`src/rtl/btn_event_unit.sv`:
```
// Debounces four raw buttons and queues one 2-bit code per press, popped via valid/ready.
// Optional BTN_EVT_FIFO_EN selects a 4-deep FIFO; otherwise a single holding register.
module btn_event_unit #(
   parameter int DB_CYCLES = 1000000,
   parameter int CNT_W     = 20
) (
   input  logic       clk,
   input  logic       rst_n,
   input  logic [3:0] btn_raw,
   output logic       evt_valid,
   output logic [1:0] evt_val,
   input  logic       evt_ready,
   output logic [3:0] btn_level,
   output logic       evt_drop
);

   typedef enum logic {IDLE, HELD} state_t;

   logic [3:0]            sync1_q, sync2_q;
   logic [3:0]            stable_q, stable_d;
   logic [3:0][CNT_W-1:0] cnt_q, cnt_d;
   state_t                state_q, state_d;
   logic                  push;
   logic [1:0]            push_code;
   logic                  pop;
   logic                  accept;
   logic                  drop_q, drop_d;

   always_comb begin
      stable_d = stable_q;
      cnt_d    = '0;
      for (int b = 0; b < 4; b++) begin
         if (sync2_q[b] != stable_q[b]) begin
            // Toggle on the cycle the count would reach DB_CYCLES-1.
            if (cnt_q[b] == CNT_W'(DB_CYCLES - 2)) begin
               stable_d[b] = ~stable_q[b];
            end else begin
               cnt_d[b] = cnt_q[b] + 1'b1;
            end
         end
      end
   end

   always_comb begin
      push_code = 2'd3;
      if (stable_q[0])      push_code = 2'd0;
      else if (stable_q[1]) push_code = 2'd1;
      else if (stable_q[2]) push_code = 2'd2;
   end

   always_comb begin
      state_d = state_q;
      push    = 1'b0;
      case (state_q)
         IDLE: if (stable_q != 4'd0) begin
            push    = 1'b1;
            state_d = HELD;
         end
         HELD: if (stable_q == 4'd0) state_d = IDLE;
         default: state_d = IDLE;
      endcase
   end

   always_ff @(posedge clk) begin
      if (!rst_n) begin
         sync1_q  <= '0;
         sync2_q  <= '0;
         stable_q <= '0;
         cnt_q    <= '0;
         state_q  <= IDLE;
         drop_q   <= 1'b0;
      end else begin
         sync1_q  <= btn_raw;
         sync2_q  <= sync1_q;
         stable_q <= stable_d;
         cnt_q    <= cnt_d;
         state_q  <= state_d;
         drop_q   <= drop_d;
      end
   end

`ifdef BTN_EVT_FIFO_EN
   logic [1:0] mem_q [4];
   logic [1:0] wr_ptr_q, rd_ptr_q;
   logic [2:0] count_q;
   logic       full;

   assign full   = (count_q == 3'd4);
   assign pop    = (count_q != 3'd0) & evt_ready;
   // A pop on a full queue frees the slot for a same-cycle push.
   assign accept = push & (~full | pop);
   assign drop_d = push & full & ~pop;

   always_ff @(posedge clk) begin
      if (!rst_n) begin
         for (int i = 0; i < 4; i++) mem_q[i] <= '0;
         wr_ptr_q <= '0;
         rd_ptr_q <= '0;
         count_q  <= '0;
      end else begin
         if (accept) begin
            mem_q[wr_ptr_q] <= push_code;
            wr_ptr_q        <= wr_ptr_q + 2'd1;
         end
         if (pop) rd_ptr_q <= rd_ptr_q + 2'd1;
         count_q <= count_q + {2'b00, accept} - {2'b00, pop};
      end
   end

   assign evt_valid = (count_q != 3'd0);
   assign evt_val   = mem_q[rd_ptr_q];
`else
   logic       full_q;
   logic [1:0] dat_q;

   assign pop    = full_q & evt_ready;
   assign accept = push & (~full_q | pop);
   assign drop_d = push & full_q & ~pop;

   always_ff @(posedge clk) begin
      if (!rst_n) begin
         full_q <= 1'b0;
         dat_q  <= '0;
      end else begin
         full_q <= accept | (full_q & ~pop);
         if (accept) dat_q <= push_code;
      end
   end

   assign evt_valid = full_q;
   assign evt_val   = dat_q;
`endif

   assign btn_level = stable_q;
   assign evt_drop  = drop_q;

endmodule

```
`config.mk`:
```
export PLATFORM = sky130hd
export DESIGN_NAME = btn_event_unit
export DESIGN_NICKNAME = d
export VERILOG_FILES = /design/src/rtl/btn_event_unit.sv
export SDC_FILE = /design/constraint.sdc
export NUM_CORES = 1
export LEC_CHECK = 0
export ABC_AREA = 1
export BUFFER_PORTS_ARGS = -buffer_cell sky130_fd_sc_hd__buf_4
export CAP_MARGIN = 20
export CORE_ASPECT_RATIO = 1.4
export CORE_MARGIN = 2
export CORE_UTILIZATION = 45
export DETAILED_ROUTE_END_ITERATION = 12
export GPL_ROUTABILITY_DRIVEN = 1
export PLACE_DENSITY = 0.71
export SLEW_MARGIN = 40
export SYNTH_ARGS = -nofsm -noshare
export SYNTH_HDL_FRONTEND = slang
export SYNTH_SLANG_ARGS = --single-unit
```
`constraint.sdc`:
```
create_clock -name clk -period 1.6 [get_ports clk]
set_input_delay 0.24 -clock clk [delete_from_list [all_inputs] [get_ports clk]]
set_output_delay 0.24 -clock clk [all_outputs]
set_load 0.03 [all_outputs]
```
==> flow_summary.ini <==
[sta]
fin_setup_tns_ns = 0
maxSlewViolCount = 0
max-slew-margin-rel = 0.613
hold_viol = 0
post-route-period-util = 0.919
setup_viol = 0
post-route-min-period_ns = 1.47
worst-slew-pin-transition_ns = 0.580
finalClockSkew_ns = 0.00658
timing.fmax_mhz = 680

[cts]
clock_sink_count = 97
hold_buffers = 0
clockBufferDepth = 2
worstSkewPairLatency_ns = 0.35
path_clk_slew_ns = 0.07
clock_tree_from_tritoncts = yes
cts_buffers = 9
clockRootBuffer = sky130_fd_sc_hd__clkbuf_16
clock_tree.htree_level_count = 3

[critical_path]
timing.critical_path.to_type = flip-flop
critical-path-slowest-cell = sky130_fd_sc_hd__dfxtp_1
critPathRequiredTime_ns = 1.83
critical_path.startpoint_type = flip-flop
cp_peak_stage_delay_ns = 0.34
path_class = flip-flop to flip-flop
timing.critical_path.cells = inv_1 > ha_1 > nand2_1 > nor2_1 > nand2_2 > nor2_4 > nand2_2 > nand2_4 > nor2_1
critPathMaxFanout = 19
critical_path_arrival_ns = 1.70
worst-r2r-setup-slack_ns = 0.13

[global_route]
grt_antenna_before_repair = 0
total_global_routing_overflow = 0
grt.busiest_layer = met2
grt.met2_usage = 0.322
first_global_vias = 4104
global_route.usage.total = 0.178
first_pass_grt_wire_length_um = 17000
grt_max_degree = 20
globalRouteMet3Util = 0.0323
grt.met1_usage = 0.198

[logic_synthesis]
synth.ff_latch_count = 97
synth.cells.most_frequent = sky130_fd_sc_hd__nand2_1, sky130_fd_sc_hd__nor2_1, sky130_fd_sc_hd__dfxtp_1, sky130_fd_sc_hd__inv_1, sky130_fd_sc_hd__nand3_1
netlist-cell-type-count = 31
ys_warn_count = 0
synth-seq-area-share = 0.404
synth_cells = 699
yosysMostFrequentCell = sky130_fd_sc_hd__nand2_1
syn-mean-instance-area_um2 = 6.87
syn_nets = 714
post_synth_edffs = 0
post_synth_instance_area_um2 = 4800
synth_largest_type_area_fraction = 0.404
synthArstFlopShare = 0
synthTopCellsByArea = sky130_fd_sc_hd__dfxtp_1, sky130_fd_sc_hd__nand2_1, sky130_fd_sc_hd__nor2_1
synth_largest_area_cell = sky130_fd_sc_hd__dfxtp_1
dominantRegCellSynth = sky130_fd_sc_hd__dfxtp_1

[cells_and_area]
layout.cells.non_filler = 862
multi_input_gate_area_um2 = 2560
area.growth.synth_to_final_pct = 12.3
num-nets-final = 734
antennaDiodeCount = 0
final-seq-area_um2 = 1940
num-fill-cells = 1008
final_layout_size_suffix_gt1_frac = 0.102

[place]
place.port_buffers = 14
detailed_place_hpwl_um = 7030
post-place-cells = 845
globalplace.congestion = 0.925

[outcome]
status = completed

[floorplanning]
die_x_um = 91.3
coreArea_um2 = 10400
boundaryPins = 15
die-height_um = 126
rows = 44
initial_core_utilization = 0.462
die_area_um2 = 11500

[run]
max_cap_violations = 0

[drt]
detailedRoute.firstPassIterationCount = 5
final_antenna_net_count = 0
detailed_route_iter0_violations = 172
route.final.wire_length_um = 9820
route.detailed.wl_per_inst_um = 11.4
post-route-drc-count = 0
dr_total_vias = 4269
detail_route.vias_per_cell = 4.95

[pwr]
pleak_nw = 1.73
ir_drop_mv = 0.500
power_density_over_the_cells_nw_per_um2 = 898

[hold_path]
holdCritPathClass = input pin to flip-flop
sequential cells by signal, summed over array words and instances, names as in the netlist:
| register | count |
|---|---|
| state_q | 1 |
| cnt_q | 80 |
| sync1_q | 4 |
| evt_valid | 1 |
| evt_val | 2 |
| sync2_q | 4 |
| evt_drop | 1 |
| btn_level | 4 |
where the power goes:
part / internal [mW] / switching (mW) / leakage [nW]
sequential: 2.43 / 0.00787 / 0.784
clock: 1.41 / 0.932 / 0.155
combinational: 0.0216 / 0.0395 / 0.792
worst paths after layout:
path	end	cells past startpoint	from
max reg2reg	cnt_q[12]	9	cnt_q[0]
max	cnt_q[12]	9	cnt_q[0]
min	sync1_q[0]	3	btn_raw[0]
min reg2reg	sync2_q[0]	2	sync1_q[0]
worst max-delay path: cells and delay by family, from the launching register on:
| family | cells | cell delay, ns |
|---|---|---|
| flip-flops | 1 | 0.34 |
| buffers and inverters | 1 | 0.07 |
| adder cells (fa/ha/maj) | 1 | 0.14 |
| AND/OR/NAND/NOR | 7 | 0.80 |
logic make-up after synthesis:
| logic type | after synthesis | synth area share |
|---|---|---|
| DFF | 97 | 0.404 |
| AOI/OAI and AO/OA | 51 | 0.0563 |
| xor gates and xnor gates | 37 | 0.0675 |
| and+or+nand+nor | 425 | 0.379 |
| buffers and inverters | 81 | 0.0722 |
| adders and majority gates | 8 | 0.0208 |
through the flow:
stage / worst slack (ns) / hold WS, ns / cell area (um^2) / power (mW) / utilization
6_report: 0.130 / 0.0674 / 5390 / 4.84 / 0.518
4_1_cts: 0.0683 / 0.0650 / 5340 / 4.88 / 0.513
5_1_grt: -0.00396 / 0.0701 / 5390 / 4.99 / 0.518
3_5_place_dp: 0.0963 / 0.399 / 5010 / 2.55 / 0.482
2_1_floorplan: 0.245 / 0.338 / 4800 / 2.53 / -
3_3_place_gp: 0.175 / 0.403 / 5010 / 2.55 / 0.482
what timing repair did:
action                                  4_1_cts  5_1_grt
gates resized for setup                       0       13
endpoints found under the setup margin        0       24
buffers inserted                              0        0
metal layers:
layer  vias to the layer above  share of wire
met3                        21          0.037
met5                         -              0
met1                      1944           0.42
li1                       2208              -
met2                        96           0.52
met4                         0          0.023
cells in the final DEF (no fill, tap or decap), types with 2 or more instances in the layout:
cell,count
sky130_fd_sc_hd__nor2_4,5
sky130_fd_sc_hd__o21bai_1,3
sky130_fd_sc_hd__inv_1,72
sky130_fd_sc_hd__inv_2,3
sky130_fd_sc_hd__o21ai_0,10
sky130_fd_sc_hd__dfxtp_1,95
sky130_fd_sc_hd__nor2_2,15
sky130_fd_sc_hd__nand3_2,3
sky130_fd_sc_hd__clkbuf_16,9
sky130_fd_sc_hd__nand4_1,11
sky130_fd_sc_hd__nand3b_1,3
sky130_fd_sc_hd__bufinv_16,2
sky130_fd_sc_hd__clkinvlp_4,2
sky130_fd_sc_hd__xnor2_1,17
sky130_fd_sc_hd__ha_2,2
sky130_fd_sc_hd__a31oi_1,3
sky130_fd_sc_hd__a21oi_1,34
sky130_fd_sc_hd__nor3_1,4
sky130_fd_sc_hd__or2_0,5
sky130_fd_sc_hd__nand2_4,5
sky130_fd_sc_hd__nor2_1,148
sky130_fd_sc_hd__ha_1,6
sky130_fd_sc_hd__dfxtp_2,2
sky130_fd_sc_hd__xor2_1,20
sky130_fd_sc_hd__buf_4,14
sky130_fd_sc_hd__nand3_1,35
sky130_fd_sc_hd__nand2_1,182
sky130_fd_sc_hd__nand2_2,4
sky130_fd_sc_hd__or2_2,3
final cells by class:
class | instances | area share
clock inverter | 6 | 0.0165
multi-input combinational | 522 | 0.475
timing repair buffer | 14 | 0.0195
sequential | 97 | 0.361
tap | 138 | 0.0320
inverter | 75 | 0.0522
clock buffer | 10 | 0.0443
Power figures use the tool's default switching activity.
